--- config.mk ---
export PLATFORM = sky130hd
export DESIGN_NAME = fb_write_arbiter
export DESIGN_NICKNAME = d
export VERILOG_FILES = /design/src/rtl/fb_write_arbiter.sv
export SDC_FILE = /design/constraint.sdc
export NUM_CORES = 1
export LEC_CHECK = 0
export ABC_AREA = 1
export CORE_ASPECT_RATIO = 2
export CORE_MARGIN = 1
export CORE_UTILIZATION = 45
export CTS_BUF_LIST = sky130_fd_sc_hd__clkbuf_4
export DETAILED_ROUTE_END_ITERATION = 8
export PLACE_DENSITY = 0.8
export SLEW_MARGIN = 40
export SYNTH_ARGS = -nofsm -noshare
export SYNTH_HDL_FRONTEND = slang
export SYNTH_SLANG_ARGS = --single-unit
--- constraint.sdc ---
create_clock -name clk -period 3.4 [get_ports clk]
set_input_delay 0.34 -clock clk [delete_from_list [all_inputs] [get_ports clk]]
set_output_delay 0.34 -clock clk [all_outputs]
set_load 0.005 [all_outputs]
--- src/rtl/fb_write_arbiter.sv ---
// Write-port controller for the 160x120 RGB444 frame buffer: arbitrates between a
// single-pixel port and a rectangle-fill engine, and drives the RAM write port.
module fb_write_arbiter #(
    parameter int AW    = 15,
    parameter int DW    = 12,
    parameter int H_RES = 160,
    parameter int V_RES = 120,
    parameter int XW    = 8,
    parameter int YW    = 7
) (
    input  logic          clk,
    input  logic          reset,
    input  logic          px_valid,
    input  logic [XW-1:0] px_x,
    input  logic [YW-1:0] px_y,
    input  logic [DW-1:0] px_color,
    output logic          px_ready,
    input  logic          fill_start,
    input  logic [XW-1:0] fill_x0,
    input  logic [YW-1:0] fill_y0,
    input  logic [XW-1:0] fill_x1,
    input  logic [YW-1:0] fill_y1,
    input  logic [DW-1:0] fill_color,
    output logic          fill_busy,
    output logic          fill_done,
    output logic [AW-1:0] wr_addr,
    output logic [DW-1:0] wr_data,
    output logic          wr_en
);

    typedef enum logic [1:0] {
        IDLE,
        FILL,
        DONE
    } fill_state_t;

    localparam logic [XW-1:0] X_MAX = XW'(H_RES - 1);
    localparam logic [YW-1:0] Y_MAX = YW'(V_RES - 1);

    fill_state_t   state;
    logic [XW-1:0] x0_q;
    logic [XW-1:0] x1_q;
    logic [YW-1:0] y1_q;
    logic [XW-1:0] cur_x;
    logic [YW-1:0] cur_y;
    logic [DW-1:0] color_q;
    logic          last_px;

    logic [XW-1:0] clamp_x0;
    logic [XW-1:0] clamp_x1;
    logic [YW-1:0] clamp_y0;
    logic [YW-1:0] clamp_y1;
    logic          fill_active;
    logic          fill_grant;
    logic          px_grant;
    logic          px_in_range;

    function automatic logic [AW-1:0] lin_addr(input logic [XW-1:0] x, input logic [YW-1:0] y);
        return AW'(y) * AW'(H_RES) + AW'(x);
    endfunction

    // Rectangle corners are clamped to the visible area before any ordering check.
    always_comb begin
        clamp_x0 = (fill_x0 > X_MAX) ? X_MAX : fill_x0;
        clamp_x1 = (fill_x1 > X_MAX) ? X_MAX : fill_x1;
        clamp_y0 = (fill_y0 > Y_MAX) ? Y_MAX : fill_y0;
        clamp_y1 = (fill_y1 > Y_MAX) ? Y_MAX : fill_y1;
    end

    // Under contention last_px says the pixel port won last time, so the fill engine goes next.
    always_comb begin
        fill_active = (state == FILL);
        fill_grant  = fill_active && (!px_valid || last_px);
        px_grant    = px_valid && !fill_grant;
        px_ready    = !reset && !fill_grant;
        px_in_range = (px_x <= X_MAX) && (px_y <= Y_MAX);
    end

    always_ff @(posedge clk) begin
        if (reset) begin
            last_px <= 1'b0;
        end else if (px_valid && fill_active) begin
            last_px <= !last_px;
        end
    end

    // Single registered write stage: a grant this cycle becomes a RAM write next cycle.
    always_ff @(posedge clk) begin
        if (reset) begin
            wr_en   <= 1'b0;
            wr_addr <= '0;
            wr_data <= '0;
        end else if (fill_grant) begin
            wr_en   <= 1'b1;
            wr_addr <= lin_addr(cur_x, cur_y);
            wr_data <= color_q;
        end else if (px_grant && px_in_range) begin
            wr_en   <= 1'b1;
            wr_addr <= lin_addr(px_x, px_y);
            wr_data <= px_color;
        end else begin
            wr_en   <= 1'b0;
        end
    end

    // Fill engine walks the rectangle in raster order, advancing only on granted cycles.
    always_ff @(posedge clk) begin
        if (reset) begin
            state     <= IDLE;
            fill_busy <= 1'b0;
            fill_done <= 1'b0;
            x0_q      <= '0;
            x1_q      <= '0;
            y1_q      <= '0;
            cur_x     <= '0;
            cur_y     <= '0;
            color_q   <= '0;
        end else begin
            case (state)
                IDLE: begin
                    fill_done <= 1'b0;
                    if (fill_start) begin
                        x0_q    <= clamp_x0;
                        x1_q    <= clamp_x1;
                        y1_q    <= clamp_y1;
                        cur_x   <= clamp_x0;
                        cur_y   <= clamp_y0;
                        color_q <= fill_color;
                        if ((clamp_x0 > clamp_x1) || (clamp_y0 > clamp_y1)) begin
                            state     <= DONE;
                            fill_done <= 1'b1;
                        end else begin
                            state     <= FILL;
                            fill_busy <= 1'b1;
                        end
                    end
                end
                FILL: begin
                    if (fill_grant) begin
                        if (cur_x == x1_q) begin
                            if (cur_y == y1_q) begin
                                state     <= DONE;
                                fill_busy <= 1'b0;
                                fill_done <= 1'b1;
                            end else begin
                                cur_x <= x0_q;
                                cur_y <= cur_y + 1'b1;
                            end
                        end else begin
                            cur_x <= cur_x + 1'b1;
                        end
                    end
                end
                DONE: begin
                    state     <= IDLE;
                    fill_done <= 1'b0;
                end
                default: begin
                    state     <= IDLE;
                    fill_busy <= 1'b0;
                    fill_done <= 1'b0;
                end
            endcase
        end
    end

endmodule

==> results.txt <==
GRT Resource Usage Total: 0.230
Combinational power share: 0.413
Nets: 1047
Cell Pwr Density: 451 nW/um^2
Pre-CTS WS: 0.509 ns
Post-DP HPWL: 10.8 mm
Final slew viol count: 0
Int Power: 1.83 mW
Clk pwr share: 0.177
Via count: 5528
CTS tree: done
Die height: 160 um
Crit. End Element: flop
Most area-hungry cell type in the Yosys netlist: dfxtp_1
Syn nets: 962
Final GP Congestion: 0.894
Initial Utilization: 0.461
Core footprint: 12100 um^2
Commonest non-fill, non-tap cells in the layout: nand2_1 (216), nor2_1 (103), clkdlybuf4s50_1 (103), inv_1 (91), o21ai_0 (88)
Total power: 3.07 mW
Cell area after synthesis: 5590 um^2
Hold Buf Count CTS: 0
CP bufs+invs: 2
CP max stage cell: dfxtp_1
Post-synth top area share: 0.297
Crit path max fanout: 6
I/O Buffers: 103
Largest net degree at the start of global routing: 58
Crit-path max cell delay: 0.48 ns
Final setup fails: 0
Commonest non-fill, non-tap cell in the layout: nand2_1
Switching part of the total: 0.403
Max VDD drop: 269 uV
Cells along the critical path: ha_1, ha_1, inv_1, fa_1, nor2_1, nand3b_1, nand2_1, nand2_1, nor2_1, nand2_1, nand3_1, nand2_1, o21bai_1, inv_1
WP data arrival: 2.90 ns
DRT met1 WL: 5.53 mm
Status: complete, no violations
Most Frequent Cell on Critical Path: nand2_1
Yosys warns: 0
Cell Rows: 57
First-pass GRT wire length: 23.5 mm
WS Path Type: reg2reg
Met3 wire length: 431 um
Top_reg_cell synth: dfxtp_1
CP startpoint kind: flop
CTS Buf Count: 9
Hold WC Path Type: in2reg
CTS root buf: clkbuf_4
Number of global-route vias before repair: 5230
WHS: 0.430 ns
DR DRC count: 0
Worst-Skew Late Latency: 0.46 ns
WL met2: 7.56 mm
Min cycle time layout: 2.56 ns
Die W: 80.8 um
Reg power frac: 0.410
Antenna violations before repair: 1
Count of state elements after synthesis: 83
GR Overflow Total: 0
Final worst slack: 0.842 ns
Clk slew on worst S/H paths: 0.16 ns
Routed wire length: 14.0 mm
F_max: 0.391 GHz
Starting DRT DRC Count: 277
Area Overhead vs Synth: 21.7%
Vias/cell: 5.12
RSZ-0062 raised after global routing: false
Slew HR: 0.619
Pleak: 3.20 nW
Crit-path leading delay family: adder cells
Yosys cell types: 41
CTS Buffer Depth: 2
Critical Path RT: 3.75 ns
Post-CTS Repair Setup Buffers: 0
Seq/Total Area, Yosys: 0.297
Clock sink total: 83
Slew @ Worst Pin: 0.565 ns
Routed Antenna Nets: 0
DIE AREA: 12900 um^2
DR top layer: met4
Switch Pwr: 1.23 mW
Cells after Synth: 842
Setup TNS Final: 0 ns
DR WL/cell: 13.0 um
Post-Syn Area per Cell: 6.63 um^2
Ys async rst share: 0
Final worst-path cycle share: 0.752
Final hold vios: 0
Final Util: 0.561
IO Count: 104
DR pass1 iterations: 4
Top cells by area, synth: dfxtp_1 (30%), nand2_1 (15%), ha_1 (9.6%)
Share of post-route cells with drive strength above 1: 0.0483
H-tree levels: 3
Post-synth EDFFs: 0
Max-cap violation count: 0
Layout Skew: 0.0272 ns
Post-cts resize count: 0
final cells by class:
type                            instances  area (um^2)
Timing Repair Buffer                  110         1080
Fill cell                            1198         5330
Antenna cell                            1         2.50
Clock inverter                          7         60.1
Inverter                               97          365
Clock buffer                            9         67.6
Multi-Input combinational cell        626         3370
Tap cell                              147          184
Sequential cell                        83         1660
final timing paths:
path | startpoint | end | slack, ns | cells after the start
setup / recovery | cur_y[1] | wr_addr[12] | 0.84 | 14
setup reg to reg | cur_y[1] | wr_addr[12] | 0.84 | 14
hold / removal | px_color[4] | wr_data[4] | 0.43 | 3
hold reg to reg | color_q[5] | wr_data[5] | 0.47 | 2
cell families (layout without fill, tap and decap cells):
kind of cell | Yosys count | count (layout) | synth area share
compound gates | 169 | 169 | 0.164
xor+xnor | 20 | 20 | 0.0314
fa+ha+maj | 47 | 47 | 0.111
buf+inv | 133 | 223 | 0.0985
flops | 83 | 83 | 0.297
other cells | 0 | 1 | 0
simple gates | 390 | 390 | 0.298
power groups by stage:
stage / Clock (mW) / Sequential, mW / Combinational [mW]
after CTS: 0.559 / 1.26 / 1.27
after global placement: 0 / 1.27 / 1.24
after floorplan: 0 / 1.25 / 0.897
after global routing: 0.595 / 1.28 / 1.45
after detailed placement: 0 / 1.28 / 1.26
final: 0.544 / 1.26 / 1.26
Yosys cell counts (2+ instances only):
cell type,count
nor2_1,103
inv_2,4
o21ai_0,88
buf_2,7
buf_4,3
a211oi_1,2
o21ai_2,2
ha_1,43
nand3b_1,3
nand2_2,4
o21bai_1,2
xor2_1,9
a31oi_1,23
nand3_4,2
o31ai_1,2
nand2_1,216
clkbuf_1,20
nor3_1,4
a21o_1,3
dfxtp_1,83
nand3_1,37
buf_6,4
nor2_4,2
buf_1,2
inv_1,92
nand4_1,10
or2_2,3
fa_1,4
a21oi_1,43
xnor2_1,11
worst register-to-register path: cells and delay by family (launching register included):
family / cells / cell delay, ns
flip-flops: 1 / 0.48
adder cells (fa/ha/maj): 3 / 0.96
buffers and inverters: 2 / 0.12
AND/OR/NAND/NOR: 8 / 0.78
AO/OA/AOI/OAI: 1 / 0.11
layer usage:
layer / up-vias / track usage
met5: - / 0
met4: 0 / 0.105
met3: 38 / 0.0275
met2: 130 / 0.432
met1: 2453 / 0.243
li1: 2907 / -
flip-flops by register name, summed over array words and instances (netlist names), 2 cells and up:
register / cells
wr_addr: 15
color_q: 12
wr_data: 12
cur_x: 8
x0_q: 8
x1_q: 8
cur_y: 7
y1_q: 7
state: 2
per-stage QoR:
| stage | area [um^2] | instances |
|---|---|---|
| 4_1_cts | 6800 | 1079 |
| 3_5_place_dp | 6670 | 1063 |
| 2_1_floorplan | 5590 | 842 |
| 5_1_grt | 6800 | 1080 |
| 3_3_place_gp | 6670 | 1063 |
| 6_report | 6800 | 1080 |
Power figures use the tool's default switching activity.
